$ cat src/rtl/mips_pkg.sv
// mips_pkg: items shared by the memory-stage control logic.
//   state_t     : memory-stage FSM state encoding (IDLE, WAIT, FLUSH)
//   M_BRANCH    : index of the branch bit in the EX/MEM m_ctl field
//   M_MEMREAD   : index of the memread bit in m_ctl
//   M_MEMWRITE  : index of the memwrite bit in m_ctl
package mips_pkg;

  typedef enum logic [1:0] {
    ST_IDLE  = 2'd0,
    ST_WAIT  = 2'd1,
    ST_FLUSH = 2'd2
  } state_t;

  localparam int M_BRANCH   = 2;
  localparam int M_MEMREAD  = 1;
  localparam int M_MEMWRITE = 0;

endpackage : mips_pkg

$ cat src/rtl/sat_counter.sv
// sat_counter: up-counter that sticks at all-ones instead of wrapping.
//   clk   : clock, rising-edge
//   inc   : count this cycle
//   clear : synchronous clear, takes priority over inc
//   q     : current count (W bits)
module sat_counter #(
  parameter int W = 16
) (
  input  logic         clk,
  input  logic         inc,
  input  logic         clear,
  output logic [W-1:0] q
);

  always_ff @(posedge clk) begin
    if (clear) begin
      q <= '0;
    end else if (inc && (q != {W{1'b1}})) begin
      q <= q + 1'b1;
    end
  end

endmodule : sat_counter

$ cat src/rtl/mem_stage_ctrl.sv
// mem_stage_ctrl: MEM-stage sequencer for the 5-stage MIPS pipeline.
// Drives the data-memory handshake, stalls the pipeline while an access is
// outstanding, turns a taken branch into a one-cycle pc_src/flush pulse, and
// counts stall cycles.
//
// Optional feature macro: MEM_WAIT_TIMEOUT_EN
//   defined   -> a WAIT that sees no dmem_ready for TIMEOUT cycles (counted
//                from the request) is aborted and err is set (sticky).
//   undefined -> WAIT lasts until dmem_ready; err is tied to 0.
//
// Ports:
//   clk          in   system clock
//   reset        in   synchronous, active-low
//   mem_valid    in   EX/MEM holds a real instruction
//   m_ctl[2:0]   in   {branch, memread, memwrite}
//   zero         in   ALU zero flag
//   dmem_ready   in   memory completes access this cycle
//   dmem_req     out  data-memory request
//   dmem_we      out  write enable qualifying dmem_req
//   stall        out  hold PC, IF/ID, ID/EX, EX/MEM
//   memwb_bubble out  load zeroed WB control into MEM/WB
//   pc_src       out  select branch target as next PC
//   flush        out  zero IF/ID, ID/EX, EX/MEM at next edge
//   stall_count  out  saturating count of stall cycles
//   err          out  sticky access-timeout flag
//
// state    | meaning
// ---------+-----------------------------------------------------------
// ST_IDLE  | no access outstanding; accept access or resolve branch
// ST_WAIT  | access issued, waiting for dmem_ready
// ST_FLUSH | one dead cycle after a taken branch; all pulses low
module mem_stage_ctrl
  import mips_pkg::*;
#(
  parameter int TIMEOUT = 15,
  parameter int CNT_W   = 16
) (
  input  logic             clk,
  input  logic             reset,
  input  logic             mem_valid,
  input  logic [2:0]       m_ctl,
  input  logic             zero,
  input  logic             dmem_ready,
  output logic             dmem_req,
  output logic             dmem_we,
  output logic             stall,
  output logic             memwb_bubble,
  output logic             pc_src,
  output logic             flush,
  output logic [CNT_W-1:0] stall_count,
  output logic             err
);

  state_t state, state_nxt;
  logic   access, take;

  assign access = mem_valid & (m_ctl[M_MEMREAD] | m_ctl[M_MEMWRITE]);
  // A branch decoded together with a memory op is illegal; the access wins.
  assign take   = mem_valid & m_ctl[M_BRANCH] & zero
                & ~m_ctl[M_MEMREAD] & ~m_ctl[M_MEMWRITE];

`ifdef MEM_WAIT_TIMEOUT_EN
  localparam int TW = $clog2(TIMEOUT + 1);
  logic [TW-1:0] wait_cnt;
  logic          timeout_hit;
  logic          err_q;
`endif

  always_comb begin
    state_nxt    = state;
    dmem_req     = 1'b0;
    dmem_we      = 1'b0;
    stall        = 1'b0;
    memwb_bubble = 1'b0;
    pc_src       = 1'b0;
    flush        = 1'b0;
`ifdef MEM_WAIT_TIMEOUT_EN
    timeout_hit  = 1'b0;
`endif
    // While reset is low every combinational output stays 0, dropping any
    // outstanding request.
    if (reset) begin
      case (state)
        ST_IDLE: begin
          if (access) begin
            dmem_req = 1'b1;
            dmem_we  = m_ctl[M_MEMWRITE];
            if (!dmem_ready) begin
              stall        = 1'b1;
              memwb_bubble = 1'b1;
              state_nxt    = ST_WAIT;
            end
          end else if (take) begin
            pc_src    = 1'b1;
            flush     = 1'b1;
            state_nxt = ST_FLUSH;
          end
        end
        ST_WAIT: begin
          dmem_req = 1'b1;
          dmem_we  = m_ctl[M_MEMWRITE];
          if (dmem_ready) begin
            state_nxt = ST_IDLE;
          end
`ifdef MEM_WAIT_TIMEOUT_EN
          else if (wait_cnt == TW'(TIMEOUT - 1)) begin
            dmem_req     = 1'b0;
            dmem_we      = 1'b0;
            memwb_bubble = 1'b1;
            timeout_hit  = 1'b1;
            state_nxt    = ST_IDLE;
          end
`endif
          else begin
            stall        = 1'b1;
            memwb_bubble = 1'b1;
          end
        end
        ST_FLUSH: begin
          state_nxt = ST_IDLE;
        end
        default: begin
          state_nxt = ST_IDLE;
        end
      endcase
    end
  end

  always_ff @(posedge clk) begin
    if (!reset) begin
      state <= ST_IDLE;
    end else begin
      state <= state_nxt;
    end
  end

`ifdef MEM_WAIT_TIMEOUT_EN
  // wait_cnt = cycles already waited since the request. It restarts at 1 on
  // WAIT entry because the IDLE request cycle was the first waited cycle, so
  // the abort lands on the TIMEOUT-th cycle after the request.
  always_ff @(posedge clk) begin
    if (!reset) begin
      wait_cnt <= '0;
    end else if ((state != ST_WAIT) && (state_nxt == ST_WAIT)) begin
      wait_cnt <= TW'(1);
    end else if (state == ST_WAIT) begin
      wait_cnt <= wait_cnt + 1'b1;
    end
  end

  always_ff @(posedge clk) begin
    if (!reset) begin
      err_q <= 1'b0;
    end else if (timeout_hit) begin
      err_q <= 1'b1;
    end
  end

  assign err = err_q;
`else
  assign err = 1'b0;
`endif

  sat_counter #(.W(CNT_W)) u_stall_cnt (
    .clk   (clk),
    .inc   (stall),
    .clear (~reset),
    .q     (stall_count)
  );

endmodule : mem_stage_ctrl
$ cat config.mk
export PLATFORM = sky130hd
export DESIGN_NAME = mem_stage_ctrl
export DESIGN_NICKNAME = d
export VERILOG_FILES = /design/src/rtl/mips_pkg.sv /design/src/rtl/sat_counter.sv /design/src/rtl/mem_stage_ctrl.sv
export SDC_FILE = /design/constraint.sdc
export NUM_CORES = 1
export LEC_CHECK = 0
export ABC_AREA = 0
export CORE_UTILIZATION = 45
export DETAILED_ROUTE_END_ITERATION = 8
export PLACE_DENSITY_LB_ADDON = 0.1
export SETUP_SLACK_MARGIN = 0.15
export SYNTH_ARGS = -nofsm -noshare
export SYNTH_HDL_FRONTEND = slang
export SYNTH_SLANG_ARGS = --single-unit
$ cat constraint.sdc
create_clock -name clk -period 2.3 [get_ports clk]
set_input_delay 0.345 -clock clk [delete_from_list [all_inputs] [get_ports clk]]
set_output_delay 0.345 -clock clk [all_outputs]
set_load 0.05 [all_outputs]
==> summary.md <==
| Metric | Value |
|---|---|
| Nets@finish | approximately 150 |
| CTS clk-pin slew, worst paths | 0.10 ns |
| P&R area growth vs syn | 41.2% |
| Total congestion overflow | 0 |
| Pwr Density | 399 nW/um2 |
| N_diodes | 0 |
| CP Launch Type | input pin |
| Die area | 2400 um2 |
| Crit path required time | 1.96 ns |
| Synth top area share | 0.363 |
| FMAX | 475 MHz |
| Most frequent cells in the layout | clkdlybuf4s50_1, dfxtp_1, nand2_1 |
| CP max FO | 4 |
| Via/cell ratio | 5.36 |
| Global placer's final weighted congestion | 0.741 |
| Final Max Tran Viols | 0 |
| Placed Instance Area | 1370 um2 |
| Final Cycle Share | 0.916 |
| Initial Util | 0.491 |
| Max_cap viols | 0 |
| Worst Path Class, Setup | input pin to output pin |
| Final clock skew | roughly 0.0054 ns |
| Normalized max-slew margin | 0.600 |
| Detailed router's first-iteration violation count | 14 |
| CTS tree | built |
| CP arrival | approximately 1.8 ns |
| DIE WIDTH | 49.0 um |
| Area contributors post-synth | dfxtp_1, mux2i_1, nand2_1 |
| Max IR drop VDD | 0.364 mV |
| Clock Latency Late Sink | 0.29 ns |
| Commonest non-fill, non-tap cell in the layout | clkdlybuf4s50_1 |
| Outcome | finished, final reports clean |
| Post-Synthesis Cells | 113 |
| PortBufs | 29 |
| Seq/Total Area, Yosys | 0.363 |
| WL final | roughly 2200 um |
| Total iterations of the first detailed-routing run | 6 |
| Syn_area_per_cell | 8.79 um2 |
| Post-Layout Inst Area | 1400 um2 |
| RSZ-0062 raised after global routing | no |
| Worst hold path type | register to register |
| Fin util | 0.694 |
| Cell taking the most area after synthesis | dfxtp_1 |
| Total clock sinks | 18 |
| Cts bufs inserted | 3 |
| Htree depth | 1 |
| Yosys cell types | between 40 and 50 |
| Core Rows | 16 |
| Setup TNS | 0 ns |
| Placed Cells incl. Taps | around 170 |
| Final min period | 2.11 ns |
| Seq cells post-synth | 18 |
| Final ANT Viol Nets | 0 |
| Tot Pwr | 0.000559 W |
| Antenna violations before repair | 0 |
| Layout cells sized above 1 | 0.168 |
| Final setup violation count | 0 |
| Synthesized net count | 122 |
| Clk buf depth | 2 |
| Drc violations | 0 |
| CP endpoint kind | output pin |
| I/O pins | 31 |
| Worst-Margin Slew | 0.599 ns |
| Die Y | 49.0 um |
| Layout Cells excl Fill | 170 |
| Leakage power | 0.486 nW |
| Largest net degree at the start of global routing | 12 |
| Drt wl/cell | 12.9 um |
| Final Hold Vio Count | 0 |
| Dpl hpwl | about 1600 um |
| Via count | 911 |
| GRT Overall Usage | 0.201 |
| Core ar. | 2020 um2 |
| Clk root buf | clkbuf_4 |
| Global-route wire length before repair | roughly 3700 um |
| Vias in the first global route | 840 |
| Yosys warning count | 0 |
| Synthesized cell area | around 1000 um2 |
==> kinds of logic (layout without fill, tap and decap cells) <==
kind of cell | after synthesis | in the layout | share of synthesized area
compound gates | 20 | 20 | 0.154
buf+inv | 10 | 40 | 0.0630
xor+xnor | 3 | 3 | 0.0265
flops | 18 | 18 | 0.363
simple gates | 55 | 55 | 0.327
other cells | 1 | 1 | 0.00377
mux | 5 | 5 | 0.0504
fa+ha+maj | 1 | 1 | 0.0126
==> critical path: stages <==
cell,delay [ns]
clkdlybuf4s50_1,0.53
or2b_1,0.32
nor4_4,0.26
buf_4,0.17
buf_12,0.13
==> metal layers <==
| metal | wire length, um | GRT usage |
|---|---|---|
| met1 | 1020 | 0.246 |
| met2 | 1070 | 0.350 |
| met3 | 72 | 0.0374 |
| met4 | 30 | 0.0735 |
| met5 | 0 | 0 |
==> report_power, final <==
| group | leakage (nW) | internal (W) | switching (W) | total [W] |
|---|---|---|---|---|
| clock network | 0.0138 | 0.0000609 | 0.0000933 | 0.000154 |
| logic | 0.327 | 0.0000399 | 0.0000478 | 0.0000877 |
| registers | 0.145 | 0.000314 | 0.00000346 | 0.000317 |
| total | 0.486 | 0.000415 | 0.000145 | 0.000559 |
==> area by class of cell <==
| type | instances | area (um2) |
|---|---|---|
| clock buffers | 3 | 22.5 |
| well taps | 27 | 33.8 |
| inverters | 4 | 15.0 |
| fillers | 175 | 619 |
| multi-input cells | 85 | 591 |
| flip-flops and latches | 18 | 360 |
| repair buffers | 33 | 380 |
==> cell usage after synthesis, drive strengths merged <==
cell type and n:
dfxtp 18, nor2 11, nand2b 1, or2 1, dlygate4sd1 1, nor4 3, and3 1, o21a 3
or3 3, and2 2, nand2 12, xnor2 3, nor3b 2, o211a 1, buf 5, o31ai 4
mux2i 5, nand3 7, a21boi 1, or2b 1, nand4b 1, o311a 1, o21ai 1, or4 3
a21oi 6, ha 1, and4 1, conb 1, inv 4, o21bai 1, nor3 5, nand4 1
o2111ai 1, a31o 1
==> worst paths after layout <==
path	startpoint	to	slack (ns)	cells after the start
setup reg to reg	u_stall_cnt.q[0]$_SDFFE_PN0P_	u_stall_cnt.q[14]$_SDFFE_PN0P_	0.44	6
setup / recovery	reset	flush	0.19	5
hold reg to reg	u_stall_cnt.q[4]$_SDFFE_PN0P_	u_stall_cnt.q[4]$_SDFFE_PN0P_	0.51	2
hold / removal	u_stall_cnt.q[4]$_SDFFE_PN0P_	u_stall_cnt.q[4]$_SDFFE_PN0P_	0.51	2
==> through the flow <==
| stage | hold WS [ns] | setup WS, ns |
|---|---|---|
| floorplan | 0.423 | 0.254 |
| global placement | 0.486 | 0.121 |
| detailed placement | 0.500 | 0.0710 |
| CTS | 0.516 | 0.181 |
| global route | 0.527 | 0.156 |
| finish | 0.512 | 0.193 |
==> timing repair <==
item	in CTS	in global routing
gates resized for setup	0	0
endpoints found under the setup margin	0	2
hold buffers	0	0
buffers inserted	0	1
==> registers in the layout, indices dropped and copies added, names as in the netlist <==
signal / cells
u_stall_cnt.q: 16
state: 2
No activity file was read; power rests on OpenSTA's default activity.
